[config.mk]
export PLATFORM = sky130hd
export DESIGN_NAME = switch_debounce_latch
export DESIGN_NICKNAME = d
export VERILOG_FILES = /design/src/rtl/debounce_pkg.sv /design/src/rtl/debounce_bit.sv /design/src/rtl/switch_debounce_latch.sv
export SDC_FILE = /design/constraint.sdc
export NUM_CORES = 1
export LEC_CHECK = 0
export CAP_MARGIN = 20
export CORE_UTILIZATION = 54
export CTS_BUF_LIST = sky130_fd_sc_hd__clkbuf_16
export CTS_CLUSTER_DIAMETER = 100
export CTS_CLUSTER_SIZE = 20
export DETAILED_ROUTE_END_ITERATION = 7
export GPL_TIMING_DRIVEN = 0
export PLACE_DENSITY = 0.84
export SLEW_MARGIN = 10
export SYNTH_ARGS = -nofsm -noshare
export SYNTH_HDL_FRONTEND = slang
export SYNTH_SLANG_ARGS = --single-unit
[constraint.sdc]
create_clock -name clk -period 1.9 [get_ports clk]
set_input_delay 0.38 -clock clk [delete_from_list [all_inputs] [get_ports clk]]
set_output_delay 0.38 -clock clk [all_outputs]
set_load 0.005 [all_outputs]
[src/rtl/debounce_pkg.sv]
// Shared defaults and helpers for the switch debounce/latch input stage.
package debounce_pkg;

  localparam int unsigned WIDTH_DEF        = 8;
  localparam int unsigned TICK_DIV_DEF     = 1000;
  localparam int unsigned STABLE_TICKS_DEF = 4;

  localparam int unsigned TICK_DIV_SIM     = 4;
  localparam int unsigned STABLE_TICKS_SIM = 3;

  function automatic int unsigned cnt_width(input int unsigned n);
    return $clog2(n + 1);
  endfunction

endpackage

[src/rtl/debounce_bit.sv]
// One switch bit: two-flop synchroniser followed by a tick-driven stability counter.
module debounce_bit
  import debounce_pkg::*;
#(
  parameter int unsigned STABLE_TICKS = STABLE_TICKS_DEF
) (
  input  logic clk,
  input  logic rst_n,
  input  logic i_tick,
  input  logic i_raw,
  output logic o_deb
);

  localparam int unsigned CW = cnt_width(STABLE_TICKS);

  logic          r_s1;
  logic          r_s2;
  logic          r_deb;
  logic [CW-1:0] r_cnt;

  always_ff @(posedge clk) begin
    if (!rst_n) begin
      r_s1  <= 1'b0;
      r_s2  <= 1'b0;
      r_deb <= 1'b0;
      r_cnt <= '0;
    end else begin
      r_s1 <= i_raw;
      r_s2 <= r_s1;
      if (i_tick) begin
        // any agreeing tick restarts the disagreement run
        if (r_s2 == r_deb) begin
          r_cnt <= '0;
        end else if (r_cnt == CW'(STABLE_TICKS - 1)) begin
          r_deb <= r_s2;
          r_cnt <= '0;
        end else begin
          r_cnt <= r_cnt + 1'b1;
        end
      end
    end
  end

  assign o_deb = r_deb;

endmodule

[src/rtl/switch_debounce_latch.sv]
// Debounced, holdable 8-bit switch word feeding the priority encoder, with change pulse.
module switch_debounce_latch
  import debounce_pkg::*;
#(
  parameter int unsigned WIDTH        = WIDTH_DEF,
  parameter int unsigned TICK_DIV     = TICK_DIV_DEF,
  parameter int unsigned STABLE_TICKS = STABLE_TICKS_DEF
) (
  input  logic             clk,
  input  logic             rst_n,
  input  logic             ena,
  input  logic [WIDTH-1:0] raw,
  input  logic             hold,
  output logic [WIDTH-1:0] data,
  output logic             valid,
  output logic             changed
);

  localparam int unsigned PW = $clog2(TICK_DIV);
  localparam int unsigned SW = cnt_width(STABLE_TICKS);

  logic [PW-1:0]    r_pre;
  logic [SW-1:0]    r_start;
  logic             r_valid;
  logic [WIDTH-1:0] r_data;
  logic             r_changed;
  logic             w_tick;
  logic [WIDTH-1:0] w_deb;
  logic [WIDTH-1:0] w_data_next;

  assign w_tick = ena && (r_pre == PW'(TICK_DIV - 1));

  always_ff @(posedge clk) begin
    if (!rst_n) begin
      r_pre <= '0;
    end else if (ena) begin
      r_pre <= w_tick ? '0 : r_pre + 1'b1;
    end
  end

  always_ff @(posedge clk) begin
    if (!rst_n) begin
      r_start <= '0;
      r_valid <= 1'b0;
    end else if (w_tick && !r_valid) begin
      if (r_start == SW'(STABLE_TICKS - 1)) begin
        r_valid <= 1'b1;
      end else begin
        r_start <= r_start + 1'b1;
      end
    end
  end

  for (genvar g = 0; g < WIDTH; g++) begin : g_bit
    debounce_bit #(
      .STABLE_TICKS(STABLE_TICKS)
    ) u_bit (
      .clk   (clk),
      .rst_n (rst_n),
      .i_tick(w_tick),
      .i_raw (raw[g]),
      .o_deb (w_deb[g])
    );
  end

  always_comb begin
    w_data_next = r_data;
    if (!r_valid) begin
      w_data_next = '0;
    end else if (!hold) begin
      w_data_next = w_deb;
    end
  end

  // changed is computed from the same next-value so it coincides with the data update
  always_ff @(posedge clk) begin
    if (!rst_n) begin
      r_data    <= '0;
      r_changed <= 1'b0;
    end else begin
      r_data    <= w_data_next;
      r_changed <= (w_data_next != r_data);
    end
  end

  assign data    = r_data;
  assign valid   = r_valid;
  assign changed = r_changed;

endmodule

; ---- Word-level counts from Yosys, hierarchy flattened
; Index checks and enable logic that the tools add are counted.
[totals]
ff_bits = 71
inputBits = 12
out_inout_bits = 10
wordCells = 107
[classes]
addsub = 10
n_eq_ne = 19
muxes = 19
bitwise_logic = 9
n_reduce_logical = 13
[op_table]
columns = cell, count
row1 = two-way mux 3 bit, 16
row2 = adder 3 x 1 -> 3 bit (second input constant), 9
row3 = == test 3 x 2 -> 1 bit (second input constant), 9
row4 = AND reduction 3 bit, 8
row5 = two-way mux 8 bit, 2
row6 = adder 10 x 1 -> 10 bit (second input constant), 1
row7 = == test 10 bit (second input constant), 1
row8 = two-way mux 10 bit, 1
row9 = inverter 1 bit, 9
row10 = == test 1 bit, 8
row11 = inequality test 8 bit, 1
row12 = AND reduction 2 bit, 2
row13 = logical AND 1 bit, 2
row14 = zero test 1 bit, 1

; ---- Logic depth before layout (Yosys ltp)
; Gate-level depths: netlist of the first run.
[depth]
ltp_word = 4
ltp_mapped = 6
ltp_nobuf = 5

; ---- Hierarchy
; Synthesis of the first run repeated with hierarchy kept, for this count alone.
[unflattened]
hier_cells = 308
area_unflattened_um2 = 3072.9
[modules_own_cells]
columns = module, n_inst, cells_per_inst, area_each_um2, seq_area_each_um2
row1 = debounce_bit, 8, 23, 244.0, 120.1
row2 = switch_debounce_latch, 1, 124, 1121.1, 460.4

; ---- Worst setup path after synthesis of the first run
; OpenSTA, ideal clock, no wires.
[synth_timing]
path_type = reg-to-reg
from = register r_pre[0]
to = register g_bit[5].u_bit.r_deb
arrival_ps = 1601
required_time_ps = 1768
setup_slack_ps = 167
path_stages_with_launch = 7
n_path_buf = 1
cell_sequence = dfxtp_1 -> ha_1 -> nand3_1 -> or3_4 -> buf_6 -> o21ai_1 -> a21oi_1
[synth_via]
elab_chain_cells = 3
[synth_rtl]
columns = item, line
row1 = start: declaration, switch_debounce_latch.sv:22  ; logic [PW-1:0] r_pre;
row2 = start signal: assignment, switch_debounce_latch.sv:37  ; r_pre <= w_tick ? '0 : r_pre + 1'b1;
row3 = == test 10 bit, switch_debounce_latch.sv:31  ; assign w_tick = ena && (r_pre == PW'(TICK_DIV - 1));
row4 = logical AND 1 bit, switch_debounce_latch.sv:31
row5 = AND reduction 3 bit (no line), --
row6 = end signal: assignment, debounce_bit.sv:35  ; r_deb <= r_s2;
row7 = end: declaration, debounce_bit.sv:18  ; logic r_deb;
; Every way passes these cells.
; A chain may end at the register's enable or synchronous reset.

; ---- Final worst setup path of the first run
[layout_timing]
from = register r_pre[0]
to = register r_start[1]
[layout_via]
elab_chain_cells = 4
[layout_rtl]
columns = item, line
row1 = == test 10 bit, switch_debounce_latch.sv:31
row2 = logical AND 1 bit, switch_debounce_latch.sv:31
row3 = logical AND 1 bit, switch_debounce_latch.sv:45  ; end else if (w_tick && !r_valid) begin
row4 = AND reduction 2 bit (no line), --
row5 = end signal: assignment, switch_debounce_latch.sv:49  ; r_start <= r_start + 1'b1;
row6 = end: declaration, switch_debounce_latch.sv:23  ; logic [SW-1:0] r_start;
; Every way passes these cells.

==> impl_metrics.ini, run 1 <==
[routing]
routed_wl_um = 6650
drc_errors = 0
drtAntennaViolNets = 0
vias_per_cell = 5.74
vias = 2464
drt_first_pass_iters = 4
drtIter0Drc = 164
wl_per_cell_um = 15.5

[flow_run]
drv_cap = 0

[synth]
synth_edf_count = 0
synthAdderAreaFrac_pct = 4.63
yosys-top-cells-area = dfxtp_1, a21oi_1, ha_1
synth_common_cells = dfxtp_1, a21oi_1, nand2_1
synth_cells = 319
synthFlopType = dfxtp_1
yosys_warnings = 0
synth-simple-area-share_pct = 24.8
syn_nets = 342
yosysMostFrequentCell = dfxtp_1
synthDistinctLibCells = 38
synth_mux_area_share_pct = 2.69
syn_area_per_cell_um2 = 9.32
ys_ff_latch = 71
ys_seq_area_share_pct = 47.8
syn-cell-area_um2 = 2970
yosysTopAreaCell = dfxtp_1
synth_top_family_by_area = simple AND/OR/NAND/NOR gates
synth-xor-area-share_pct = 4.72
synth_compound_gate_area_share_pct = 11.3
async_flop_share_pct = 0
synth_top_area_share_pct = 47.8

[critical_path]
crit_path_max_fanout = 10
cp_slowest_cell = or3_4
max_stage_delay_ns = 0.47
startpoint_type = register
reg2reg_slack_ns = 0.09
arrival_ns = 2.01
r2r_cells = 5
cp_top_family = simple AND/OR/NAND/NOR gates
cp_data_required_time_ns = 2.10
crit_type = register to register
path_buf_inv = 0
r2r_start = r_pre[0]
endpoint_kind = register
cp_cell_sequence = ha_2 > nand3_4 > or3_4 > o31ai_1 > a21oi_1
r2r_end = r_start[1]

[layout]
final_util_pct = 69.1
final_nets = 377
areaGrowthSynthToFinish_pct = 21.0
drive_gt1_share_pct = 9.19
final_cell_count_no_fill = 429
num_antenna_cells = 0

[sta]
fin_tns_setup_ns = 0
setup_violations = 0
clock_skew_ns = 0.00683
period_needed_ns = 1.81
worst_slew_pin_slew_ns = 0.634
finalMaxSlewViolations = 0
rsz0062_at_grt = false
fin_crit_sh_pct = 95.4
fmax_mhz = 551
maxSlewHeadroom_pct = 57.7
hold_viol_final = 0

[grt]
antenna_found_initial = 0
first_global_vias = 2417
grt-ovfl-total = 0
grt_usage_pct = 24.7
grt_max_degree = 13
grt_pass1_wl_um = 11200

[power]
power_leakage_nw = 1.36
vdd_drop_max_mv = 0.661
powerDensity_nw_per_um2 = 900

[die]
fp.dieH_um = 76.2
ioPinCount = 22
fp-row-count = 26
die_area_um2 = 5800
start_util_pct = 57.1
core_area_um2 = 5200
die_w_um = 76.2

[cts]
clk_latency_ns = 0.33
h-tree-depth = 3
cts_tree = yes
cts.sinks = 71
root_buffer = clkbuf_16
cts_buffers = 9
clk_pin_slew_ns = 0.06
clockBufferDepth = 2

[place]
dp_hpwl_um = 4420
place_inst = 408
io_buffers = 19
place.gp.congestion = 0.887

[hold_path]
hold_depth = 3
min_to = r_pre[0]
min_from = ena
min_path_type = input pin to register

[status]
status = completed
-- cell type report --
class	count	area, µm²
fillers	410	1610
clock inverters	7	63.8
multi-input cells	225	1450
well taps	70	87.6
inverters	10	37.5
clock buffers	9	225
plain buffers	13	81.3
flip-flops and latches	71	1420
repair buffers	24	231
-- cells by family (layout without fill, tap and decap cells) --
family | Yosys count | after routing
flip-flops | 71 | 71
multiplexers | 8 | 8
XOR/XNOR | 16 | 16
AND/OR/NAND/NOR | 135 | 135
AO/OA/AOI/OAI | 55 | 55
adder cells (fa/ha/maj) | 11 | 11
buffers and inverters | 23 | 63
-- metal layers --
metal  global-route usage [%]  routed length [µm]
met5                        0                   0
met3                     7.66                 410
met1                     28.7                2890
met2                     41.5                3190
met4                     11.5                 149
-- cells in the final DEF (no fill, tap or decap), drive strengths merged, types with 8 or more instances in the layout --
cell,instances
a21oi,31
and2,16
buf,11
clkbuf,16
clkdlybuf4s50,19
dfxtp,71
ha,11
inv,10
mux2i,8
nand2,30
nand2b,16
nand3,14
nand4,8
nor2,22
xor2,11
-- flip-flops by register name (all words and copies together) (netlist names) --
signal and count:
changed 1, valid 1, g_bit.u_bit.r_s2 8, g_bit.u_bit.r_s1 8
g_bit.u_bit.o_deb 8, r_start 3, r_pre 10, data 8
g_bit.u_bit.r_cnt 24
-- where the power goes --
part | switching (mW) | internal (mW) | total, mW
combinational | 0.0514 | 0.0402 | 0.0916
clock | 0.621 | 1.00 | 1.62
sequential | 0.0113 | 1.51 | 1.52
-- worst reg2reg max path: stages (launching register included) --
cell,delay [ns]
dfxtp_1,0.39
ha_2,0.24
nand3_4,0.18
or3_4,0.47
o31ai_1,0.30
a21oi_1,0.10
-- stage by stage --
| step | cell area, µm² | hold WS (ns) | power [mW] | worst slack [ns] |
|---|---|---|---|---|
| 2_1_floorplan | 2970 | 0.407 | 1.60 | 0.167 |
| 3_3_place_gp | 3250 | 0.413 | 1.64 | -0.145 |
| 3_5_place_dp | 3250 | 0.418 | 1.64 | -0.178 |
| 4_1_cts | 3580 | 0.372 | 3.24 | 0.0391 |
| 5_1_grt | 3590 | 0.437 | 3.33 | 0.0168 |
| 6_report | 3590 | 0.390 | 3.24 | 0.0866 |
-- how the worst max path moves through the flow --
stage / start / end / cells after the start
2_1_floorplan: r_pre[0] / g_bit[5].u_bit.o_deb / 6
3_3_place_gp: r_pre[0] / g_bit[4].u_bit.r_cnt[1] / 6
3_5_place_dp: r_pre[0] / g_bit[0].u_bit.r_cnt[0] / 6
4_1_cts: r_pre[0] / g_bit[0].u_bit.r_cnt[0] / 6
5_1_grt: r_pre[0] / g_bit[0].u_bit.o_deb / 5
6_report: r_pre[0] / r_start[1] / 5
-- repair_timing --
item	4_1_cts	5_1_grt
buffers inserted	5	0
gates resized for setup	1	3
setup endpoints to repair	39	26
pin swaps	2	0
hold buffers	0	0
Note: power is estimated with default switching activity, not from simulation.
==> run 2, diff against run 1 <==
CORE_ASPECT_RATIO = 0.6   (was not set)
==> impl_metrics.ini, run 2 (synthesis results as in run 1) <==
[layout]
areaGrowthSynthToFinish_pct = 23.3
final_common_cell = dfxtp_1
num_antenna_cells = 0
final_nets = 377
drive_gt1_share_pct = 9.19
largest_reg_flops = 24
final_cell_count_no_fill = 425
final_util_pct = 70.7
layout_common_cells = dfxtp_1, a21oi_1, nand2_1, nor2_1, clkdlybuf4s50_1
top_register = g_bit.u_bit.r_cnt
largestRegisters = g_bit.u_bit.r_cnt x24, r_pre x10

[sta]
hold_viol_final = 0
maxSlewHeadroom_pct = 56.9
fmax_mhz = 556
worst_slew_pin_slew_ns = 0.646
fin_tns_setup_ns = 0
finalMaxSlewViolations = 0
rsz0062_at_grt = false
fin_crit_sh_pct = 94.7
setup_violations = 0
clock_skew_ns = 0.00370
period_needed_ns = 1.80

[hold_path]
min_path_type = input pin to register

[power]
p_int_mw = 2.96
p_total_mw = 3.63
vdd_drop_max_mv = 0.575
combinationalPowerShare_pct = 2.5
p_clk_share_pct = 55.7
switching_share_pct = 18.7
power_leakage_nw = 1.41
powerDensity_nw_per_um2 = 992
switching_power_mw = 0.679
pwr-share-seq_pct = 41.8

[cts]
root_buffer = clkbuf_16
clk_latency_ns = 0.33
cts_buffers = 9
h-tree-depth = 3
clk_pin_slew_ns = 0.06
clockBufferDepth = 2
cts_tree = yes
holdBufCountCts = 0
cts.sinks = 71

[routing]
vias_per_cell = 5.85
drtAntennaViolNets = 0
drc_errors = 1
routed_wl_um = 6820
vias = 2485
drtIter0Drc = 147
drt_first_pass_iters = 7
wl_per_cell_um = 16.1

[critical_path]
cp_top_family = buffers and inverters
startpoint_type = register
cp_cell_sequence = clkdlybuf4s50_1
endpoint_kind = output port
path_buf_inv = 1
max_stage_delay_ns = 0.57
crit_path_max_fanout = 8
arrival_ns = 1.42
cp_data_required_time_ns = 1.52
cp_slowest_cell = clkdlybuf4s50_1
crit_type = register to output port

[grt]
grt_max_degree = 13
grt_pass1_wl_um = 11200
first_global_vias = 2354
grt-ovfl-total = 0
grt_usage_pct = 26.0
antenna_found_initial = 0

[die]
die_area_um2 = 5810
ioPinCount = 22
core_area_um2 = 5180
fp-row-count = 20
fp.dieH_um = 59.5
die_w_um = 97.8
start_util_pct = 57.4

[place]
dp_hpwl_um = 4710
io_buffers = 19
place_inst = 404
place.gp.congestion = 0.830

[status]
status = finished with violations
violations = DRC

[flow_run]
drv_cap = 0
run 2: changes by cell type in the layout (fill, tap and decap cells not counted), sizes merged:
| cell | before | now |
|---|---|---|
| inv | 10 | 11 |
| clkinvlp | 2 | 1 |
| clkinv | 4 | 1 |
| bufinv | 1 | 4 |
run 2: worst paths after layout:
path | slack [ns] | end | from | cells past startpoint
worst max-delay path | 0.10 | valid | valid | 1
worst min-delay path | 0.39 | r_pre[1] | ena | 3
worst max register to register | 0.11 | g_bit[5].u_bit.o_deb | r_pre[1] | 6
worst min register to register | 0.43 | g_bit[5].u_bit.r_s2 | g_bit[5].u_bit.r_s1 | 1
run 2: worst register-to-register path, delay by kind of cell (launching register included):
family	cells	cell delay [ns]
flip-flops	1	0.37
buffers and inverters	1	0.17
adder cells (fa/ha/maj)	1	0.25
AO/OA/AOI/OAI	2	0.21
AND/OR/NAND/NOR	2	0.67
run 2: metal layers:
metal | vias to the layer above | wire length [µm] | GRT usage (%)
met5 | - | 0 | 0
met4 | 0 | 129 | 10.2
met3 | 20 | 578 | 7.67
met2 | 97 | 3070 | 42.8
met1 | 1171 | 3050 | 32.8
li1 | 1197 | - | -
run 2: what timing repair did:
item                       in CTS  in global routing
resized for setup               2                  2
buffers inserted                5                  0
gates cloned                    0                  0
setup endpoints to repair      39                 26
pin swaps                       2                  0
run 2: power groups by stage:
stage	clock, mW	combinational, mW	sequential, mW
detailed placement	0	0.0904	1.55
global route	2.12	0.102	1.52
global placement	0	0.0870	1.55
CTS	2.04	0.0910	1.52
finish	2.02	0.0919	1.52
floorplan	0	0.0522	1.55
run 2: final cells by class:
class                      count  area [µm²]
buffer                        13        81.3
clock buffer                   9         225
clock inverter                 7         136
fill                         387        1520
inverter                      10        37.5
multi-input combinational    225        1450
sequential                    71        1420
tap                           66        82.6
timing repair buffer          24         228
run 2: through the flow:
stage | instance area [µm²] | hold WS, ns | worst slack (ns)
after floorplan | 2970 | 0.407 | 0.167
after global placement | 3240 | 0.413 | -0.152
after detailed placement | 3240 | 0.419 | -0.200
after CTS | 3650 | 0.369 | 0.0231
after global routing | 3660 | 0.397 | 0.0118
final | 3660 | 0.389 | 0.100
